<file path="config.mk">
export PLATFORM = sky130hd
export DESIGN_NAME = ifu_axi_fetch
export DESIGN_NICKNAME = d
export VERILOG_FILES = /design/src/rtl/ifu_axi_fetch.sv
export SDC_FILE = /design/constraint.sdc
export NUM_CORES = 1
export LEC_CHECK = 0
export ABC_CLOCK_PERIOD_IN_PS = 1450
export CORE_AREA = 2 2 92 94
export DETAILED_ROUTE_END_ITERATION = 16
export DIE_AREA = 0 0 94 96
export DONT_BUFFER_PORTS = 1
export PLACE_DENSITY = 0.71
export SKIP_CTS_REPAIR_TIMING = 1
export SYNTH_ARGS = -nofsm -noshare
export SYNTH_HDL_FRONTEND = slang
export SYNTH_SLANG_ARGS = --single-unit
</file>
<file path="constraint.sdc">
create_clock -name clk -period 1.45 [get_ports clk]
set_clock_uncertainty 0.05 [all_clocks]
set_input_delay 0.2175 -clock clk [delete_from_list [all_inputs] [get_ports clk]]
set_output_delay 0.2175 -clock clk [all_outputs]
set_load 0.005 [all_outputs]
</file>
<file path="src/rtl/ifu_axi_fetch.sv">
// Instruction fetch unit: AXI4-Lite read master that fetches one instruction per PC and hands it to the IDU.
// Optional performance counters are enabled by defining IFU_PERF_CNT_EN.
module ifu_axi_fetch #(
  parameter logic [31:0] RESET_PC = 32'h8000_0000,
  parameter int unsigned XLEN     = 32
) (
  input  logic            clk,
  input  logic            rst,
  output logic [XLEN-1:0] araddr,
  output logic            arvalid,
  input  logic            arready,
  input  logic [XLEN-1:0] rdata,
  input  logic [1:0]      rresp,
  input  logic            rvalid,
  output logic            rready,
  output logic [XLEN-1:0] inst,
  output logic [XLEN-1:0] inst_pc,
  output logic            inst_fault,
  output logic            inst_valid,
  input  logic            inst_ready,
  input  logic            next_pc_valid,
  input  logic [XLEN-1:0] next_pc,
  output logic [31:0]     perf_fetch_cnt,
  output logic [31:0]     perf_stall_cnt
);

  typedef enum logic [1:0] {
    IDLE   = 2'd0,
    REQ    = 2'd1,
    WAIT_R = 2'd2,
    HOLD   = 2'd3
  } state_t;

  state_t            state_q, state_d;
  logic [XLEN-1:0]   pc_q, pc_d;
  logic              pc_pending_q, pc_pending_d;
  logic              capture;
  logic [XLEN-1:0]   next_pc_aligned;
  logic              unused_next_pc_lsbs;

  assign next_pc_aligned     = {next_pc[XLEN-1:2], 2'b00};
  assign unused_next_pc_lsbs = ^next_pc[1:0];

  // IDLE doubles as the wait-for-next-PC state; pc_pending selects which.
  always_comb begin
    state_d      = state_q;
    pc_d         = pc_q;
    pc_pending_d = pc_pending_q;
    capture      = 1'b0;
    arvalid      = 1'b0;
    rready       = 1'b0;
    inst_valid   = 1'b0;
    case (state_q)
      IDLE: begin
        if (!pc_pending_q) begin
          state_d = REQ;
        end else if (next_pc_valid) begin
          pc_d         = next_pc_aligned;
          pc_pending_d = 1'b0;
          state_d      = REQ;
        end
      end
      REQ: begin
        arvalid = 1'b1;
        if (arready) state_d = WAIT_R;
      end
      WAIT_R: begin
        rready = 1'b1;
        if (rvalid) begin
          capture = 1'b1;
          state_d = HOLD;
        end
      end
      HOLD: begin
        inst_valid = 1'b1;
        if (inst_ready) begin
          if (next_pc_valid) begin
            pc_d    = next_pc_aligned;
            state_d = REQ;
          end else begin
            pc_pending_d = 1'b1;
            state_d      = IDLE;
          end
        end
      end
      default: state_d = IDLE;
    endcase
  end

  always_ff @(posedge clk) begin
    if (rst) begin
      state_q      <= IDLE;
      pc_q         <= RESET_PC[XLEN-1:0];
      pc_pending_q <= 1'b0;
      inst         <= '0;
      inst_pc      <= '0;
      inst_fault   <= 1'b0;
    end else begin
      state_q      <= state_d;
      pc_q         <= pc_d;
      pc_pending_q <= pc_pending_d;
      if (capture) begin
        inst       <= rdata;
        inst_pc    <= pc_q;
        inst_fault <= (rresp != 2'b00);
      end
    end
  end

  assign araddr = pc_q;

`ifdef IFU_PERF_CNT_EN
  logic [31:0] fetch_cnt_q, stall_cnt_q;

  always_ff @(posedge clk) begin
    if (rst) begin
      fetch_cnt_q <= '0;
      stall_cnt_q <= '0;
    end else begin
      if (capture) fetch_cnt_q <= fetch_cnt_q + 32'd1;
      if (state_q == REQ || state_q == WAIT_R) stall_cnt_q <= stall_cnt_q + 32'd1;
    end
  end

  assign perf_fetch_cnt = fetch_cnt_q;
  assign perf_stall_cnt = stall_cnt_q;
`else
  assign perf_fetch_cnt = '0;
  assign perf_stall_cnt = '0;
`endif

`ifndef SYNTHESIS
  always_ff @(posedge clk) begin
    if (!rst && next_pc_valid &&
        (state_q == REQ || state_q == WAIT_R || (state_q == HOLD && !inst_ready)))
      $error("ifu_axi_fetch: next_pc_valid ignored in state %0d", state_q);
  end
`endif

endmodule

</file>
==> impl_results.md <==
- Routability congestion estimate: 0.708
- DP HPWL: 6.80 mm
- Tot GR Track Use: 0.205
- R2R cell count: 8
- First-pass GRT wire length: 14.7 mm
- Final Hold Fails: 94
- Worst setup SP type: flop
- Placed cell area: 4190 um^2
- Die ar.: 9020 um^2
- Critical Path AT: 1.85 ns
- Hold slack: -0.127 ns
- Nets: 603
- Slowest stage delay, CP: 0.37 ns
- Post-synthesis sequential area ratio: 0.454
- Leakage power total: 1.75 nW
- R2R Setup Slk: -0.16 ns
- H-tree levels: 3
- Worst VDD drop: 0.000788 V
- Pwr dens: 1410 nW/um^2
- Clk buf depth: 2
- Cell mode on critical path: buf_4
- Ports: 236
- Multiplexer area fraction after synthesis: 0.0100
- Vias in the first global route: 3059
- Residual DRC: 0
- DRT iter0 DRCs: 121
- Antenna violations before repair: 0
- Worst R2R Start: state_q[0]
- Hold Path Sink: inst[6]
- First-pass DRT Iterations: 4
- Tcrit/Tclk final: 1.11
- CTS tree: yes
- Mean routed wirelength per cell: 18.1 um
- Post-synthesis compound-gate area fraction: 0.168
- Routed wire length: 11.5 mm
- Final instance area: 4870 um^2
- Yosys top cell area share: 0.454
- Worst Hold Launch: rst
- Ys flop type: dfxtp_1
- Die Wd: 94 um
- Cells after Synth: 519
- R2R Path End: inst[24]
- Antenna diodes: 0
- Layout cells sized above 1: 0.162
- Kind of critical path: flop to flop
- Total grt overflow: 0
- Yosys warnings: 0
- Peak Freq: 0.620 GHz
- Synth-to-Final Area Change: 14.9%
- Number of cell rows: 33
- Main combinational cell family by area after synthesis: simple AND/OR/NAND/NOR gates
- ANT nets after route: 0
- CORE AREA: 8050 um^2
- Worst setup margin: -0.162 ns
- Endpoint type of the worst setup path: flop
- Adder-cell area share of the yosys netlist: 0.0148
- Status: complete, but fails checks
- CTS sink count: 96
- Crit path max-delay cell type: dfxtp_4
- Root buf cell: clkbuf_8
- Worst skew pair latency: 0.36 ns
- Failing checks: hold timing, setup timing
- CP required: 1.69 ns
- Post-synth EDFFs: 0
- Asr flop ratio synth: 0
- Num CTS Buffers: 9
- Crit path cell chain: inv_2, buf_4, ha_1, buf_4, nand2_8, clkbuf_16, nand2_1, a21oi_1
- MaxCap Viol Count: 0
- Post-Synth Simple-Gate Area: 0.184
- Initial core utilization: 0.526
- Post-route minimum period: 1.61 ns
- Finish-stage setup viols: 95
- Mean post-synth cell area: 8.16 um^2
- Finished Core Util: 0.605
- Crit path max fanout: 9
- Chip height: 96 um
- Max-slew violations: 0
- Largest net degree at the start of global routing: 99
- Synth Area in XOR/XNOR: 0
- RSZ-0062 raised after global routing: true
- Flops & latches, synth: 96
- Post-Syn Area: 4240 um^2
- Yosys top cell by area: dfxtp_1
- Hold depth: 1
- Vias: 3526
- Reg clk slew, reported paths: 0.09 ns
- HP Class: input port to flop
- Synth area leaders: dfxtp_1 45%, buf_4 12%, nand2_1 11%
- I/O Buffers: 0
- Distinct cell type count after synthesis: 28
- Vias per Instance: 5.55
[report_power, final]
part / internal (W) / leakage [nW] / total [W] / switching (W)
registers: 0.00281 / 0.776 / 0.00296 / 0.000149
logic: 0.000998 / 0.869 / 0.00199 / 0.000995
clock network: 0.000971 / 0.102 / 0.00191 / 0.000935
[state kept, by name, indices dropped and copies added (netlist names)]
signal,count
pc_pending_q,1
inst_pc,30
inst_fault,1
state_q,2
araddr,30
inst,32
[layer usage]
layer	vias to the layer above	global-route usage	routed length (um)
met2	178	0.341	5900
met4	0	0.0845	167
met5	-	0	0
met1	1689	0.241	4320
li1	1643	-	-
met3	16	0.0736	1120
[stage by stage]
step | worst slack [ns] | instances | power, W | setup TNS, ns
after floorplan | -0.101 | 586 | 0.00399 | -0.101
after global placement | -0.313 | 603 | 0.00429 | -13.76
after detailed placement | -0.367 | 603 | 0.00434 | -16.50
after CTS | -0.378 | 618 | 0.00622 | -17.83
after global routing | -0.242 | 635 | 0.00717 | -16.28
final | -0.162 | 635 | 0.00686 | -8.91
[final cells by class]
class	instances	area (um^2)
Clock buffer	9	124
Clock inverter	6	92.6
Fill cell	728	3180
Inverter	4	17.5
Multi-Input combinational cell	377	2030
Sequential cell	96	1930
Tap cell	105	131
Timing Repair Buffer	38	547
[how the worst max path moves through the flow]
stage	to	start	cells after the start	slack, ns
floorplan	state_q[0]	state_q[0]	5	-0.10
global placement	araddr[24]	state_q[1]	5	-0.31
detailed placement	araddr[8]	state_q[1]	5	-0.37
CTS	araddr[8]	state_q[1]	5	-0.38
global route	state_q[0]	state_q[0]	6	-0.24
finish	inst[24]	state_q[0]	8	-0.16
[worst max-delay path, delay by kind of cell, from the launching register on]
family	cells	cell delay (ns)
buffers and inverters	4	0.55
flip-flops	1	0.37
adder cells (fa/ha/maj)	1	0.22
AND/OR/NAND/NOR	2	0.21
AO/OA/AOI/OAI	1	0.15
[synth_stat cells (2+ instances only)]
cell      count
nand2_1     125
nor2_1        2
a21oi_1      92
inv_1         4
nor2b_1       3
nand4_1      29
ha_1          5
nor3_1        2
nand2b_1      4
buf_2        17
a31oi_1       2
dfxtp_1      96
mux2i_1       2
o31ai_1      30
buf_1         2
and3b_1       2
clkbuf_1     22
buf_4        70
[layout by cell type (no fill, tap or decap), drive strengths merged, types with 3 or more instances in the layout]
| cell type | n |
|---|---|
| a21oi | 92 |
| buf | 30 |
| clkbuf | 17 |
| conb | 68 |
| dfxtp | 96 |
| ha | 5 |
| inv | 5 |
| mux2i | 3 |
| nand2 | 126 |
| nand2b | 4 |
| nand4 | 29 |
| nor2b | 3 |
| o31ai | 30 |
[cells by family after synthesis]
family          after synthesis
simple gates                172
compound gates              126
buf+inv                     115
flops                        96
fa+ha+maj                     5
mux                           4
other cells                   1
Power figures use the tool's default switching activity.
